[config.mk]
export PLATFORM = sky130hd
export DESIGN_NAME = mesh_terminal_nic_flat
export DESIGN_NICKNAME = d
export VERILOG_FILES = /design/src/rtl/mesh_terminal_nic_if.sv /design/src/rtl/mesh_terminal_nic.sv /design/src/flat_wrapper.sv
export SDC_FILE = /design/constraint.sdc
export NUM_CORES = 1
export LEC_CHECK = 0
export BUFFER_PORTS_ARGS = -buffer_cell sky130_fd_sc_hd__buf_2
export CAP_MARGIN = 20
export CORE_MARGIN = 5
export CORE_UTILIZATION = 47
export DETAILED_ROUTE_END_ITERATION = 8
export MAX_ROUTING_LAYER = met4
export PLACE_DENSITY = 0.71
export SKIP_LAST_GASP = 1
export SLEW_MARGIN = 20
export SYNTH_ARGS = -nofsm -noshare
export SYNTH_HDL_FRONTEND = slang
export SYNTH_SLANG_ARGS = --single-unit
[constraint.sdc]
create_clock -name clk -period 20.9 [get_ports clk]
set_input_delay 2.09 -clock clk [delete_from_list [all_inputs] [get_ports clk]]
set_output_delay 2.09 -clock clk [all_outputs]
set_load 0.01 [all_outputs]
[src/rtl/mesh_terminal_nic_if.sv]
// Host/router-facing signal bundle of the mesh terminal NIC.
// The NIC takes the slave modport. The host/router side takes the master modport.
interface mesh_terminal_nic_if #(
  parameter int unsigned pckg_sz = 40
);
  logic [pckg_sz-1:0] tx_data;
  logic               tx_push;
  logic               tx_full;
  logic [pckg_sz-1:0] data_out_i_in;
  logic               pndng_i_in;
  logic               popin;
  logic [pckg_sz-1:0] data_out;
  logic               pndng;
  logic               pop;
  logic [pckg_sz-1:0] rx_data;
  logic               rx_valid;
  logic               rx_ready;
  logic               rx_misroute;
  logic [15:0]        tx_cnt;
  logic [15:0]        rx_cnt;
  logic [15:0]        err_cnt;

  modport slave (
    input  tx_data, tx_push, popin, data_out, pndng, rx_ready,
    output tx_full, data_out_i_in, pndng_i_in, pop, rx_data, rx_valid,
           rx_misroute, tx_cnt, rx_cnt, err_cnt
  );

  modport master (
    output tx_data, tx_push, popin, data_out, pndng, rx_ready,
    input  tx_full, data_out_i_in, pndng_i_in, pop, rx_data, rx_valid,
           rx_misroute, tx_cnt, rx_cnt, err_cnt
  );
endinterface

[src/rtl/mesh_terminal_nic.sv]
// Terminal NIC for one mesh_gnrtr port: TX FIFO toward router ingress,
// one-entry RX holding register from router egress, misroute check and counters.
module mesh_terminal_nic #(
  parameter int unsigned pckg_sz    = 40,
  parameter int unsigned fifo_depth = 4,
  parameter int unsigned ROWS       = 4,
  parameter int unsigned COLUMS     = 4,
  parameter logic [3:0]  MY_ROW     = 4'd0,
  parameter logic [3:0]  MY_COL     = 4'd1,
  parameter logic [7:0]  bdcst      = 8'hFF
) (
  input logic                clk,
  input logic                reset,
  mesh_terminal_nic_if.slave bus
);
  localparam int unsigned AW = (fifo_depth > 1) ? $clog2(fifo_depth) : 1;
  localparam int unsigned CW = $clog2(fifo_depth + 1);
  localparam logic [7:0]  MY_ID = {MY_ROW, MY_COL};

  if (pckg_sz < 20 || fifo_depth < 2 || 32'(MY_ROW) >= ROWS || 32'(MY_COL) >= COLUMS) begin : g_bad_cfg
    $error("mesh_terminal_nic: illegal parameter combination");
  end

  typedef enum logic {RX_EMPTY = 1'b0, RX_HOLD = 1'b1} rx_state_t;

  logic [pckg_sz-1:0] r_mem [fifo_depth];
  logic [AW-1:0]      r_wr_ptr;
  logic [AW-1:0]      r_rd_ptr;
  logic [CW-1:0]      r_count;
  logic [15:0]        r_tx_cnt;

  rx_state_t          r_rx_state;
  logic [pckg_sz-1:0] r_rx_data;
  logic               r_rx_misroute;
  logic [15:0]        r_rx_cnt;
  logic [15:0]        r_err_cnt;

  logic               w_full;
  logic               w_empty;
  logic               w_tx_pop;
  logic               w_tx_push;
  logic               w_rx_pop;
  logic [7:0]         w_dest;
  logic               w_misroute;

  function automatic logic [AW-1:0] f_inc(input logic [AW-1:0] p);
    return (p == AW'(fifo_depth - 1)) ? '0 : p + AW'(1);
  endfunction

  assign w_full    = (r_count == CW'(fifo_depth));
  assign w_empty   = (r_count == '0);
  assign w_tx_pop  = bus.popin && !w_empty;
  // A push while full succeeds only when the head leaves in the same cycle.
  assign w_tx_push = bus.tx_push && (!w_full || w_tx_pop);

  // TX FIFO and sent-packet counter
  always_ff @(posedge clk or posedge reset) begin
    if (reset) begin
      for (int unsigned i = 0; i < fifo_depth; i++) r_mem[i] <= '0;
      r_wr_ptr <= '0;
      r_rd_ptr <= '0;
      r_count  <= '0;
      r_tx_cnt <= '0;
    end else begin
      if (w_tx_push) begin
        r_mem[r_wr_ptr] <= {8'h00, bus.tx_data[pckg_sz-9:0]};
        r_wr_ptr        <= f_inc(r_wr_ptr);
      end
      if (w_tx_pop) begin
        r_rd_ptr <= f_inc(r_rd_ptr);
        if (r_tx_cnt != 16'hFFFF) r_tx_cnt <= r_tx_cnt + 16'd1;
      end
      case ({w_tx_push, w_tx_pop})
        2'b10:   r_count <= r_count + CW'(1);
        2'b01:   r_count <= r_count - CW'(1);
        default: r_count <= r_count;
      endcase
    end
  end

  assign bus.tx_full       = w_full;
  assign bus.pndng_i_in    = !w_empty;
  assign bus.data_out_i_in = w_empty ? '0 : r_mem[r_rd_ptr];
  assign bus.tx_cnt        = r_tx_cnt;

  assign w_dest     = bus.data_out[pckg_sz-9 -: 8];
  assign w_misroute = (w_dest != MY_ID) && (w_dest != bdcst);
  // Reset forces the egress dequeue low at once so nothing is lost mid-reset.
  assign w_rx_pop   = !reset && bus.pndng && ((r_rx_state == RX_EMPTY) || bus.rx_ready);

  // RX holding register FSM with capture-time misroute check
  always_ff @(posedge clk or posedge reset) begin
    if (reset) begin
      r_rx_state    <= RX_EMPTY;
      r_rx_data     <= '0;
      r_rx_misroute <= 1'b0;
      r_rx_cnt      <= '0;
      r_err_cnt     <= '0;
    end else begin
      if (w_rx_pop) begin
        r_rx_state    <= RX_HOLD;
        r_rx_data     <= bus.data_out;
        r_rx_misroute <= w_misroute;
        if (r_rx_cnt != 16'hFFFF) r_rx_cnt <= r_rx_cnt + 16'd1;
        if (w_misroute && (r_err_cnt != 16'hFFFF)) r_err_cnt <= r_err_cnt + 16'd1;
      end else if ((r_rx_state == RX_HOLD) && bus.rx_ready) begin
        r_rx_state <= RX_EMPTY;
      end
    end
  end

  assign bus.pop         = w_rx_pop;
  assign bus.rx_data     = r_rx_data;
  assign bus.rx_valid    = (r_rx_state == RX_HOLD);
  assign bus.rx_misroute = r_rx_misroute;
  assign bus.rx_cnt      = r_rx_cnt;
  assign bus.err_cnt     = r_err_cnt;
endmodule

[src/flat_wrapper.sv]
// flat-port wrapper written by rule: the top's interface ports become plain ports
module mesh_terminal_nic_flat 
#(
  parameter int unsigned pckg_sz    = 40,
  parameter int unsigned fifo_depth = 4,
  parameter int unsigned ROWS       = 4,
  parameter int unsigned COLUMS     = 4,
  parameter logic [3:0]  MY_ROW     = 4'd0,
  parameter logic [3:0]  MY_COL     = 4'd1,
  parameter logic [7:0]  bdcst      = 8'hFF
)
  (clk, reset, bus_tx_data, bus_tx_push, bus_popin, bus_data_out, bus_pndng, bus_rx_ready, bus_tx_full, bus_data_out_i_in, bus_pndng_i_in, bus_pop, bus_rx_data, bus_rx_valid, bus_rx_misroute, bus_tx_cnt, bus_rx_cnt, bus_err_cnt);
  mesh_terminal_nic_if #(.pckg_sz(pckg_sz)) bus_i ();
  input logic clk;
  input logic reset;
  input wire logic [$bits(bus_i.tx_data)-1:0] bus_tx_data;
  input wire logic [$bits(bus_i.tx_push)-1:0] bus_tx_push;
  input wire logic [$bits(bus_i.popin)-1:0] bus_popin;
  input wire logic [$bits(bus_i.data_out)-1:0] bus_data_out;
  input wire logic [$bits(bus_i.pndng)-1:0] bus_pndng;
  input wire logic [$bits(bus_i.rx_ready)-1:0] bus_rx_ready;
  output wire logic [$bits(bus_i.tx_full)-1:0] bus_tx_full;
  output wire logic [$bits(bus_i.data_out_i_in)-1:0] bus_data_out_i_in;
  output wire logic [$bits(bus_i.pndng_i_in)-1:0] bus_pndng_i_in;
  output wire logic [$bits(bus_i.pop)-1:0] bus_pop;
  output wire logic [$bits(bus_i.rx_data)-1:0] bus_rx_data;
  output wire logic [$bits(bus_i.rx_valid)-1:0] bus_rx_valid;
  output wire logic [$bits(bus_i.rx_misroute)-1:0] bus_rx_misroute;
  output wire logic [$bits(bus_i.tx_cnt)-1:0] bus_tx_cnt;
  output wire logic [$bits(bus_i.rx_cnt)-1:0] bus_rx_cnt;
  output wire logic [$bits(bus_i.err_cnt)-1:0] bus_err_cnt;
  assign bus_i.tx_data = bus_tx_data;
  assign bus_i.tx_push = bus_tx_push;
  assign bus_i.popin = bus_popin;
  assign bus_i.data_out = bus_data_out;
  assign bus_i.pndng = bus_pndng;
  assign bus_i.rx_ready = bus_rx_ready;
  assign bus_tx_full = bus_i.tx_full;
  assign bus_data_out_i_in = bus_i.data_out_i_in;
  assign bus_pndng_i_in = bus_i.pndng_i_in;
  assign bus_pop = bus_i.pop;
  assign bus_rx_data = bus_i.rx_data;
  assign bus_rx_valid = bus_i.rx_valid;
  assign bus_rx_misroute = bus_i.rx_misroute;
  assign bus_tx_cnt = bus_i.tx_cnt;
  assign bus_rx_cnt = bus_i.rx_cnt;
  assign bus_err_cnt = bus_i.err_cnt;
  mesh_terminal_nic #(.pckg_sz(pckg_sz), .fifo_depth(fifo_depth), .ROWS(ROWS), .COLUMS(COLUMS), .MY_ROW(MY_ROW), .MY_COL(MY_COL), .bdcst(bdcst)) u_core (.clk(clk), .reset(reset), .bus(bus_i));
endmodule
Word-level counts from Yosys, hierarchy flattened
Cells that the tools add are included.
- bits in registers: 257
- latch bits: 0
- RAM bits: 0
- memory bits (read-only): 0
- input bits: 86
- output and inout bits: 133
- logic and storage cells: 67
- memories kept: 0
- add/sub/neg operators: 7
- multipliers: 0
- divide/modulo/power cells: 0
- magnitude comparators: 3
- equal/unequal tests: 10
- shift operators: 0
- muxes and demuxes: 12
- bitwise gates (word level): 3
- reductions and logical operators: 19
- operator list (kind ; number):
    160-bit bitwise mux ; 1
    40-bit 2-to-1 mux ; 4
    40-bit binary-select mux with 2-bit select ; 1
    40-bit demux with 2-bit select ; 1
    16-bit by 1-bit adder with 16-bit output (second input constant) ; 3
    16-bit != test (second input constant) ; 3
    1-bit logical AND ; 8
    8-bit by 1-bit != test with 1-bit output (second input constant) ; 1
    8-bit != test (second input constant) ; 1
    2-bit equality test (second input constant) ; 3
    3-bit >= comparator (second input constant) ; 2
    2-bit inverter with 3-bit output ; 2
    3-bit one-hot mux with 2 select lines ; 1
    2-bit AND reduction ; 3
    2-bit by 1-bit adder with 2-bit output (second input constant) ; 2
    2-bit 2-to-1 mux ; 2
    2-bit nonzero test ; 2
    3-bit by 1-bit adder with 3-bit output (second input constant) ; 1
    3-bit equality test (second input constant) ; 1
    1-bit logical NOT ; 3
    3-bit logical NOT ; 1
    3-bit by 1-bit < comparator with 1-bit output (second input constant) ; 1
    3-bit by 1-bit subtractor with 3-bit output (second input constant) ; 1
    2-bit by 1-bit equality test with 1-bit output (second input constant) ; 1
    other kinds (3) ; 5

Depth between registers and ports, before layout
Gate-level depths: netlist of run 1.
- depth after elaboration: 7
- gate-level depth with buffers: 10
- mapped depth without buffers: 10

Least setup slack after synthesis of run 1
Ideal clock, no wire load.
- path type: input-to-output
- start: input port reset
- end: output port bus_pop
- arrival: 8233 ps
- required time: 18810 ps
- setup slack: 10577 ps
- cell stages on the path: 4
- buffers on the path: 1
- cell sequence: inv_1 nand3_2 inv_1 clkbuf_1
- cells in the longest elaborated chain, start to end: 3
- RTL lines (what ; line ; RTL):
    from (decl) ; flat_wrapper.sv:15 ; input logic reset;
    1-bit logical NOT (no source line) ; - ;
    1-bit logical AND (2 in a row) ; mesh_terminal_nic.sv:89 ; assign w_rx_pop = !reset && bus.pndng && ((r_rx_state == RX_EMPTY) || bus.rx_ready);
    to (decl) ; flat_wrapper.sv:25 ; output wire logic [$bits(bus_i.pop)-1:0] bus_pop;
No other way between the ends.

Worst setup path after layout of run 1
Ends and elaborated chain as after synthesis.

==> results of run 1 <==
[layer usage]
metal | vias to the layer above | track usage (%) | share of wire (%) | routed length, um
met5 | - | - | 0 | 0
met4 | 0 | 3.64 | 1.5 | 329
met3 | 28 | 4.20 | 7.0 | 1530
met2 | 194 | 30.5 | 48 | 10500
met1 | 3243 | 24.8 | 43 | 9520
li1 | 3120 | - | - | -
[kinds of logic after synthesis]
kind of cell               count (synthesis)
xor gates and xnor gates                  46
adders and majority gates                 10
AOI/OAI and AO/OA                         13
DFF                                      225
buffers and inverters                     57
and+or+nand+nor                          274
muxes                                    164
other                                      1
[through the flow]
step	hold slack (ps)	total power, mW	setup slack [ps]	cells	cell area, um2
after CTS	473	1.78	14310	1283	12100
after detailed placement	458	1.34	14310	1240	11300
after global placement	453	1.32	14300	1240	11300
final	467	1.76	14440	1284	12100
after floorplan	455	1.14	10580	797	10100
after global routing	491	1.88	14030	1284	12100
[worst max-delay path, stage by stage]
cell,delay [ps]
buf_2,130
inv_8,420
nand3_2,870
inv_1,200
buf_4,410
buf_2,210
[power by group]
group	internal (mW)	switching, mW	total, mW
Sequential	0.600	0.117	0.717
Clock	0.266	0.166	0.432
Combinational	0.354	0.254	0.608
Total	1.22	0.537	1.76
[layout make-up]
| type | count | area (um2) | share of cell area [%] |
|---|---|---|---|
| sequential | 225 | 5630 | 46.5 |
| timing repair buffer | 211 | 1080 | 8.90 |
| inverter | 14 | 60.1 | 0.496 |
| tap | 275 | 344 | 2.84 |
| antenna | 1 | 2.50 | 0.0207 |
| clock inverter | 4 | 77.6 | 0.640 |
| clock buffer | 39 | 738 | 6.09 |
| multi-input combinational | 515 | 4180 | 34.5 |
[registers in the layout, summed over array words and instances (netlist names), 2 cells and up]
| register | flops |
|---|---|
| u_core.bus.rx_data | 40 |
| u_core.bus.tx_cnt | 16 |
| u_core.r_wr_ptr | 2 |
| u_core.bus.rx_cnt | 16 |
| u_core.r_count | 3 |
| u_core.r_mem | 128 |
| u_core.bus.err_cnt | 16 |
| u_core.r_rd_ptr | 2 |
[worst paths after layout]
| check | from | endpoint | slack (ps) | cells past startpoint |
|---|---|---|---|---|
| setup / recovery | reset | bus_pop | 14440 | 6 |
| hold / removal | u_core.bus.rx_data[4]$_DFFE_PP0P_ | u_core.bus.rx_data[4]$_DFFE_PP0P_ | 470 | 2 |
| setup reg to reg | u_core.bus.rx_valid$_DFFE_PP0P_ | u_core.bus.err_cnt[1]$_DFFE_PP0P_ | 17930 | 5 |
| hold reg to reg | u_core.bus.rx_data[4]$_DFFE_PP0P_ | u_core.bus.rx_data[4]$_DFFE_PP0P_ | 470 | 2 |
| max in group asynchronous | reset | u_core.bus.rx_cnt[3]$_DFFE_PP0P_ | 17820 | 3 |
| min in group asynchronous | reset | u_core.bus.rx_data[18]$_DFFE_PP0P_ | 1650 | 2 |
[layout by cell type, fill, tap and decap left out, types with 19 or more instances in the layout]
cell and instances:
and2_1 33, dfrtp_1 223, nand2_1 145, buf_2 202, xnor2_1 31, nand4_1 20
mux4_2 32, nor2_1 19, clkbuf_16 25, mux2_2 130
==> impl_metrics.csv, run 1 <==
group,metric,value,unit
run_status,status,"finished clean",
grt,first_global_vias,7063,
final_layout,area_delta_synth_final,20.4,%
pwr,p_leak,5.85,nW
timing,hold_violations,0,
synthesis,syn_area,10100,um2
timing,slew_headroom,30.3,%
cts,clk_pin_slew,60,ps
route,drt_iter0_drc,222,
timing,tns,0,ps
floorplanning,die_area,24400,um2
synthesis,yosys_warnings,0,
cts,root_buffer,"clkbuf_16",
setup_path,critical_path_class,"input port to output pin",
synthesis,synth_area_leaders,"dfrtp_1, mux2_2, mux4_2, nand2_1, xnor2_1",
synthesis,syn_inst,790,
setup_path,crit_fanout,96,
cts,postCtsSetupBuffers,0,
timing,fmax,155,MHz
cts,postCtsResizedCells,0,
floorplanning,rows,53,
timing,period_share,30.9,%
synthesis,synth_cell_types,43,
synthesis,synth_area_leader_cell,"dfrtp_1",
timing,setup_violations,0,
final_layout,fin_util,57.6,%
synthesis,yosysMostFrequentCell,"dfrtp_1",
floorplanning,pin_count,219,
cts,clkLatencyLatePin,500,ps
synthesis,yosys-top-cells-count,"dfrtp_1, nand2_1, mux2_2",
timing,min_period,6460,ps
final_layout,fillCellCount,1758,
grt,grt_pass1_wl,36.6,mm
synthesis,synth_top_cell_area_share,55.9,%
floorplanning,start_util,47.9,%
route,num_vias,6585,
synthesis,ys_async_sr_fraction,100,%
final_layout,layout-drive-gt1-share,41.4,%
cts,cts_max_level,1,
timing,rsz0062_at_grt,"false",
setup_path,end_kind,"output pin",
run,max-cap-violations,0,
floorplanning,core_area,21000,um2
synthesis,synth_xor_xnor_area_share,4.00,%
floorplanning,die_h,156,um
route,vias_per_cell,5.13,
route,avgRoutedWirePerCell,17.1,um
synthesis,muxShareOfSynthArea,22.0,%
cts,cts_inserted_buffers,25,
floorplanning,die_x,156,um
synthesis,ys_seq_area_share,55.9,%
place,place_congestion,0.781,
timing,drv_slew,0,
final_layout,nets,1088,
setup_path,critPathArrivalTime,4370,ps
place,numPortBuffers,202,
route,ant_nets,0,
grt,grt_usage,18.8,%
route,wirelength,21.9,mm
synthesis,syn_area_per_cell,12.7,um2
timing,fin_worst_skew,6.86,ps
cts,hold_buffers,0,
route,drc,0,
synthesis,ys_ff_latch,225,
synthesis,synth_top_family_by_area,"multiplexers",
grt,grt_max_degree,97,
synthesis,synth_compound_area_share,1.11,%
synthesis,synth_edf_count,0,
hold_path,min_path_type,"flip-flop to flip-flop",
synthesis,synth-main-ff-cell,"dfrtp_1",
cts,clock-sinks,225,
pwr,p_per_area,145,nW/um2
route,firstDrtPassIters,4,
synthesis,synth_adder_area_share,1.32,%
pwr,ir_worst_vdd,0.0609,mV
timing,worst_pin_slew,1040,ps
grt,grt_overflow,0,
synthesis,yosys.area_share.simple,12.8,%
setup_path,cp.required,18810,ps
setup_path,start_kind,"input port",
cts,cts_buffer_depth,3,
cts,tritoncts,"yes",
place,dp_hpwl,14.8,mm
grt,antenna_found_initial,1,
Power figures use the tool's default switching activity.
==> run 2: changes to the inputs <==
--- a/config.mk
+++ b/config.mk
@@ -11,7 +11,7 @@
 export CORE_UTILIZATION = 47
 export DETAILED_ROUTE_END_ITERATION = 8
 export MAX_ROUTING_LAYER = met4
-export PLACE_DENSITY = 0.71
+export PLACE_DENSITY = 0.73
 export SKIP_LAST_GASP = 1
 export SLEW_MARGIN = 20
 export SYNTH_ARGS = -nofsm -noshare
==> constraint.sdc (replaced) <==
create_clock -name clk -period 5.6 [get_ports clk]
set_input_delay 0.56 -clock clk [delete_from_list [all_inputs] [get_ports clk]]
set_output_delay 0.56 -clock clk [all_outputs]
set_load 0.01 [all_outputs]
==> run 2 against run 1 <==
  * Hold slack got worse by 380 ps
  * First-iteration DRC count increased by 22%
  * Sequential power increased to 3.7 times the previous value
  * Sequential cell count unchanged
  * Global-route usage decreased by 0.56 points
  * Clock power increased to 3.6 times the previous value
  * Via count increased by 1.1%
  * Power increased to 3.7 times the previous value
  * Clock skew decreased by 1.3 ps
  * Register-to-register slack got worse by 15000 ps
==> impl_metrics.csv, run 2 (synthesis gave the netlist of run 1 again) <==
group,metric,value,unit
run_status,status,"finished clean",
grt,grt_usage,18.3,%
setup_path,crit_fanout,45,
final_layout,regArea,5630,um2
grt,grt_overflow,0,
final_layout,layout.cells.non_filler,1285,
floorplanning,rows,53,
final_layout,area_delta_synth_final,20.1,%
setup_path,critPathArrivalTime,2690,ps
final_layout,final_area,12100,um2
setup_path,critPathCapture,"bus_pop",
final_layout,fillCellCount,1735,
cts,clk_pin_slew,60,ps
timing,tns,0,ps
final_layout,layout_commonest_cell,"dfrtp_1",
grt,grt_max_degree,76,
final_layout,nets,1088,
place,dp.cells,1241,
timing,fmax,307,MHz
cts,clock-sinks,225,
grt,antenna_found_initial,1,
route,firstDrtPassIters,4,
cts,cts_inserted_buffers,24,
timing,setup_violations,0,
timing,drv_slew,0,
route,num_vias,6658,
timing,slew_headroom,29.3,%
setup_path,cp_cell_sequence,"buf_2, clkinvlp_4, nand3_2, inv_1, buf_4, buf_2",
place,dp_hpwl,14.3,mm
setup_path,worstSetupStartpoint,"reset",
pwr,ir_worst_vdd,0.250,mV
route,drc,0,
setup_path,rr_worst_depth,5,
timing,min_period,3250,ps
setup_path,end_kind,"output pin",
final_layout,final_cell_mix,"dfrtp_1, buf_2, nand2_1, mux2_2, and2_1",
route,avgRoutedWirePerCell,16.7,um
grt,first_global_vias,6970,
cts,postCtsSetupBuffers,0,
setup_path,cp.required,5040,ps
cts,tritoncts,"yes",
route,drt_iter0_drc,270,
timing,worst_pin_slew,1060,ps
final_layout,multiInputGateArea,4180,um2
setup_path,path_depth,6,
hold_path,min_path_type,"input port to asynchronous set/reset pin",
floorplanning,die_h,156,um
setup_path,timing.rr.end,"u_core.bus.err_cnt[1]$_DFFE_PP0P_",
setup_path,critPathMaxStageDelay,820,ps
final_layout,layout-drive-gt1-share,41.6,%
pwr,p_leak,5.84,nW
run,max-cap-violations,0,
place,numPortBuffers,202,
setup_path,critical_path_class,"input port to output pin",
cts,cts_buffer_depth,3,
route,wirelength,21.5,mm
setup_path,cp_num_buf_inv,5,
route,ant_nets,0,
route,vias_per_cell,5.18,
cts,clkLatencyLatePin,500,ps
timing,period_share,58.1,%
floorplanning,core_area,21000,um2
floorplanning,die_x,156,um
floorplanning,pin_count,219,
pwr,p_per_area,536,nW/um2
place,post_dp_cell_area,11300,um2
timing,hold_violations,0,
cts,cts_max_level,1,
final_layout,top_register,"u_core.r_mem",
timing,fin_worst_skew,5.60,ps
final_layout,largest_reg_flops,128,
setup_path,worst_path_max_delay_cell,"nand3_2",
setup_path,rrSetupSlack,2560,ps
grt,grt_pass1_wl,35.7,mm
floorplanning,start_util,47.9,%
timing,rsz0062_at_grt,"false",
setup_path,start_kind,"input port",
setup_path,crit_family,"buffers and inverters",
cts,hold_buffers,0,
floorplanning,die_area,24400,um2
cts,root_buffer,"clkbuf_16",
setup_path,regToRegStartpoint,"u_core.bus.rx_valid$_DFFE_PP0P_",
setup_path,cpMostUsedCell,"buf_2",
place,place_congestion,0.809,
cts,postCtsResizedCells,0,
-- run 2: per-stage QoR --
stage	utilization [%]	setup slack, ps	power (mW)	hold WS, ps
3_3_place_gp	53.7	1920	4.92	454
6_report	57.5	2350	6.48	82.5
4_1_cts	57.5	2310	6.58	67.2
2_1_floorplan	-	141	4.26	455
3_5_place_dp	53.7	1880	4.99	457
5_1_grt	57.5	2070	6.93	91.2
-- run 2: worst min path at each step --
| stage | from | end | slack (ps) | cells past startpoint |
|---|---|---|---|---|
| 2_1_floorplan | u_core.r_count[2]$_DFFE_PP0P_ | u_core.r_count[2]$_DFFE_PP0P_ | 450 | 1 |
| 3_3_place_gp | u_core.bus.rx_data[6]$_DFFE_PP0P_ | u_core.bus.rx_data[6]$_DFFE_PP0P_ | 450 | 2 |
| 3_5_place_dp | u_core.bus.rx_data[9]$_DFFE_PP0P_ | u_core.bus.rx_data[9]$_DFFE_PP0P_ | 460 | 2 |
| 4_1_cts | reset | u_core.bus.rx_data[24]$_DFFE_PP0P_ | 70 | 2 |
| 5_1_grt | reset | u_core.bus.rx_data[19]$_DFFE_PP0P_ | 90 | 2 |
| 6_report | reset | u_core.bus.rx_data[36]$_DFFE_PP0P_ | 80 | 2 |
-- run 2: layer usage --
layer  vias up  part of all wire [%]  global-route usage, %
li1       3115                     -                      -
met1      3313                    45                   24.4
met2       198                    46                   28.7
met3        32                   7.6                   4.40
met4         0                   1.8                   4.05
met5         -                     0                      -
-- run 2: power breakdown --
group / leakage [nW] / internal, mW / switching (mW)
Sequential: 2.75 / 2.24 / 0.405
Combinational: 2.70 / 1.32 / 0.955
Clock: 0.388 / 0.941 / 0.621
Total: 5.84 / 4.50 / 1.98
-- run 2: cell type report --
class	instances	area share, %
multi-input combinational	515	34.6
antenna	1	0.0207
clock inverter	6	0.476
timing repair buffer	212	8.98
clock buffer	37	6.04
inverter	14	0.466
tap	275	2.85
sequential	225	46.6
==> run 3: changes to the inputs <==
--- a/config.mk
+++ b/config.mk
@@ -5,13 +5,14 @@
 export SDC_FILE = /design/constraint.sdc
 export NUM_CORES = 1
 export LEC_CHECK = 0
+export ABC_AREA = 1
 export BUFFER_PORTS_ARGS = -buffer_cell sky130_fd_sc_hd__buf_2
 export CAP_MARGIN = 20
 export CORE_MARGIN = 5
 export CORE_UTILIZATION = 47
 export DETAILED_ROUTE_END_ITERATION = 8
 export MAX_ROUTING_LAYER = met4
-export PLACE_DENSITY = 0.73
+export PLACE_DENSITY = 0.72
 export SKIP_LAST_GASP = 1
 export SLEW_MARGIN = 20
 export SYNTH_ARGS = -nofsm -noshare
==> constraint.sdc (replaced) <==
create_clock -name clk -period 2.8 [get_ports clk]
set_input_delay 0.28 -clock clk [delete_from_list [all_inputs] [get_ports clk]]
set_output_delay 0.28 -clock clk [all_outputs]
set_load 0.01 [all_outputs]
==> run 3 against run 2 <==
  * Non-clock buffer count rose by 37
  * Sequential share of layout area shrank 4.0 points
  * Critical path type is now flip-flop to output pin
  * Clock-buffer cell count is 4 higher
  * Combinational power up 110%
  * Routed wire length increased by 29%
  * Synthesized cell count is 77% higher
  * Hold slack lost 59 ps
  * Power rose by 99%
  * Sequential power grew 89%
==> impl_metrics.csv, run 3 <==
group,metric,value,unit
cts,cts_buffer_depth,3,
route,drt_iter0_drc,649,
pwr,ir_worst_vdd,0.469,mV
final_layout,top_register,"u_core.r_mem",
synthesis,synth-main-ff-cell,"dfrtp_1",
route,num_vias,9695,
run_status,status,"finished clean",
floorplanning,start_util,47.4,%
timing,min_period,2290,ps
cts,root_buffer,"clkbuf_16",
timing,tns,0,ps
synthesis,synth_cell_types,33,
synthesis,yosys-top-cells-count,"nand2_1, dfrtp_1, nor2_1",
run,max-cap-violations,0,
timing,period_share,81.7,%
final_layout,fin_util,56.8,%
floorplanning,core_area,23300,um2
cts,postCtsSetupBuffers,0,
pwr,p_sw_share,37.8,%
setup_path,cp_cell_sequence,"inv_1, buf_4, nor2_1, o21ai_0, a21oi_1, buf_2",
route,avgRoutedWirePerCell,14.3,um
timing,setup_violations,0,
pwr,p_per_area,977,nW/um2
synthesis,synth_top_cell_area_share,51.0,%
timing,drv_slew,0,
synthesis,synth_edf_count,0,
cts,clkLatencyLatePin,510,ps
grt,grt_usage,21.2,%
final_layout,final_cell_mix,"nand2_1, dfrtp_1, buf_2, nor2_1, o21ai_1",
place,place_congestion,0.840,
cts,cts_inserted_buffers,25,
grt,antenna_found_initial,0,
setup_path,critical_path_class,"flip-flop to output pin",
setup_path,cp_num_buf_inv,3,
synthesis,ys_seq_area_share,51.0,%
floorplanning,die_area,26600,um2
pwr,p_clk_share,24.3,%
timing,slew_headroom,31.1,%
route,ant_nets,0,
grt,grt_max_degree,79,
cts,clock-sinks,225,
synthesis,syn_area_per_cell,7.88,um2
pwr,p_seq_share,38.8,%
synthesis,yosys_warnings,0,
synthesis,yosysMostFrequentCell,"nand2_1",
pwr,pwr-share-comb,36.9,%
floorplanning,die_h,163,um
setup_path,worst_path_max_delay_cell,"buf_4",
grt,grt_pass1_wl,45.9,mm
setup_path,cp.required,2520,ps
synthesis,syn_area,11000,um2
timing,hold_violations,0,
final_layout,fillCellCount,2142,
hold_path,min_path_type,"input port to flip-flop",
pwr,p_leak,6.83,nW
setup_path,critPathMaxStageDelay,390,ps
place,numPortBuffers,202,
synthesis,ys_async_sr_fraction,100,%
final_layout,area_delta_synth_final,19.8,%
synthesis,ys_ff_latch,225,
pwr,p_int,8.03,mW
cts,tritoncts,"yes",
final_layout,largest_reg_flops,128,
floorplanning,die_x,163,um
floorplanning,rows,56,
setup_path,crit_family,"buffers and inverters",
synthesis,synth_area_leaders,"dfrtp_1, nand2_1, nor2_1, o21ai_1, o21ai_0",
cts,cts_max_level,1,
timing,fin_worst_skew,8.51,ps
pwr,p_sw,4.88,mW
route,wirelength,27.8,mm
place,dp_hpwl,17.8,mm
setup_path,critPathArrivalTime,2010,ps
route,firstDrtPassIters,7,
timing,fmax,437,MHz
setup_path,end_kind,"output pin",
timing,worst_pin_slew,1030,ps
route,vias_per_cell,4.98,
setup_path,start_kind,"flip-flop",
grt,first_global_vias,9392,
final_layout,nets,1709,
setup_path,crit_fanout,25,
grt,grt_overflow,0,
synthesis,synth_area_leader_cell,"dfrtp_1",
final_layout,layout-drive-gt1-share,18.2,%
final_layout,layout_commonest_cell,"nand2_1",
timing,rsz0062_at_grt,"false",
synthesis,syn_inst,1401,
cts,clk_pin_slew,60,ps
floorplanning,pin_count,219,
final_layout,antenna_cells_inserted,0,
route,drc,0,
## run 3: cells by family (layout without fill, tap and decap cells)
group	after synthesis	in the layout	share of synthesized area (%)
simple gates	725	725	26.6
compound gates	259	259	12.1
flops	225	225	51.0
buf+inv	164	385	7.69
xor+xnor	17	17	1.35
fa+ha+maj	10	10	1.20
other cells	1	8	0.0340
## run 3: worst paths after layout
| path | from | endpoint | slack (ps) | depth (start not counted) |
|---|---|---|---|---|
| worst max-delay path | u_core.r_rd_ptr[1]$_DFFE_PP0P_ | bus_data_out_i_in[18] | 510 | 6 |
| worst min-delay path | bus_data_out[22] | u_core.bus.rx_data[22]$_DFFE_PP0P_ | 20 | 3 |
| worst max register to register | u_core.bus.rx_cnt[1]$_DFFE_PP0P_ | u_core.bus.rx_cnt[6]$_DFFE_PP0P_ | 650 | 8 |
| worst min register to register | u_core.bus.rx_data[7]$_DFFE_PP0P_ | u_core.bus.rx_data[7]$_DFFE_PP0P_ | 470 | 2 |
| max in group asynchronous | reset | u_core.bus.rx_data[17]$_DFFE_PP0P_ | 1170 | 4 |
| min in group asynchronous | reset | u_core.bus.tx_cnt[7]$_DFFE_PP0P_ | 320 | 3 |
## run 3: area by class of cell
class | count | area, um2 | area share (%)
clock buffer | 41 | 746 | 5.64
clock inverter | 2 | 35.0 | 0.265
inverter | 93 | 364 | 2.76
multi-input combinational | 1019 | 4580 | 34.7
sequential | 225 | 5630 | 42.6
tap | 319 | 399 | 3.02
timing repair buffer | 249 | 1460 | 11.0
## run 3: stage by stage
stage	setup slack [ps]	cell area [um2]	power [mW]	cells	hold WS, ps
6_report	511	13200	12.9	1948	23.4
5_1_grt	315	13200	13.9	1948	34.7
4_1_cts	468	13200	13.1	1948	4.43
3_5_place_dp	604	12100	9.82	1872	312
3_3_place_gp	678	12100	9.67	1872	307
2_1_floorplan	391	11100	8.32	1408	387
## run 3: timing repair
action / 4_1_cts / 5_1_grt
endpoints found under the hold margin: 77 / 0
resized for setup: 0 / 0
hold buffers: 33 / 0
## run 3: power groups by stage
stage	registers (mW)	clock network (mW)	logic, mW
after global routing	5.14	3.35	5.45
after global placement	4.99	0	4.67
after floorplan	5.00	0	3.32
after CTS	5.00	3.22	4.85
final	5.00	3.14	4.76
after detailed placement	5.03	0	4.79
## run 3: metal layers
layer / global-route usage [%] / routed length [um]
met5: - / 0
met4: 4.08 / 434
met3: 4.19 / 1830
met2: 35.6 / 13400
met1: 27.1 / 12200
## run 3: tightest hold or removal path, stage by stage
cell     delay (ps)
buf_2            90
nand2_1          50
nand2_1          60
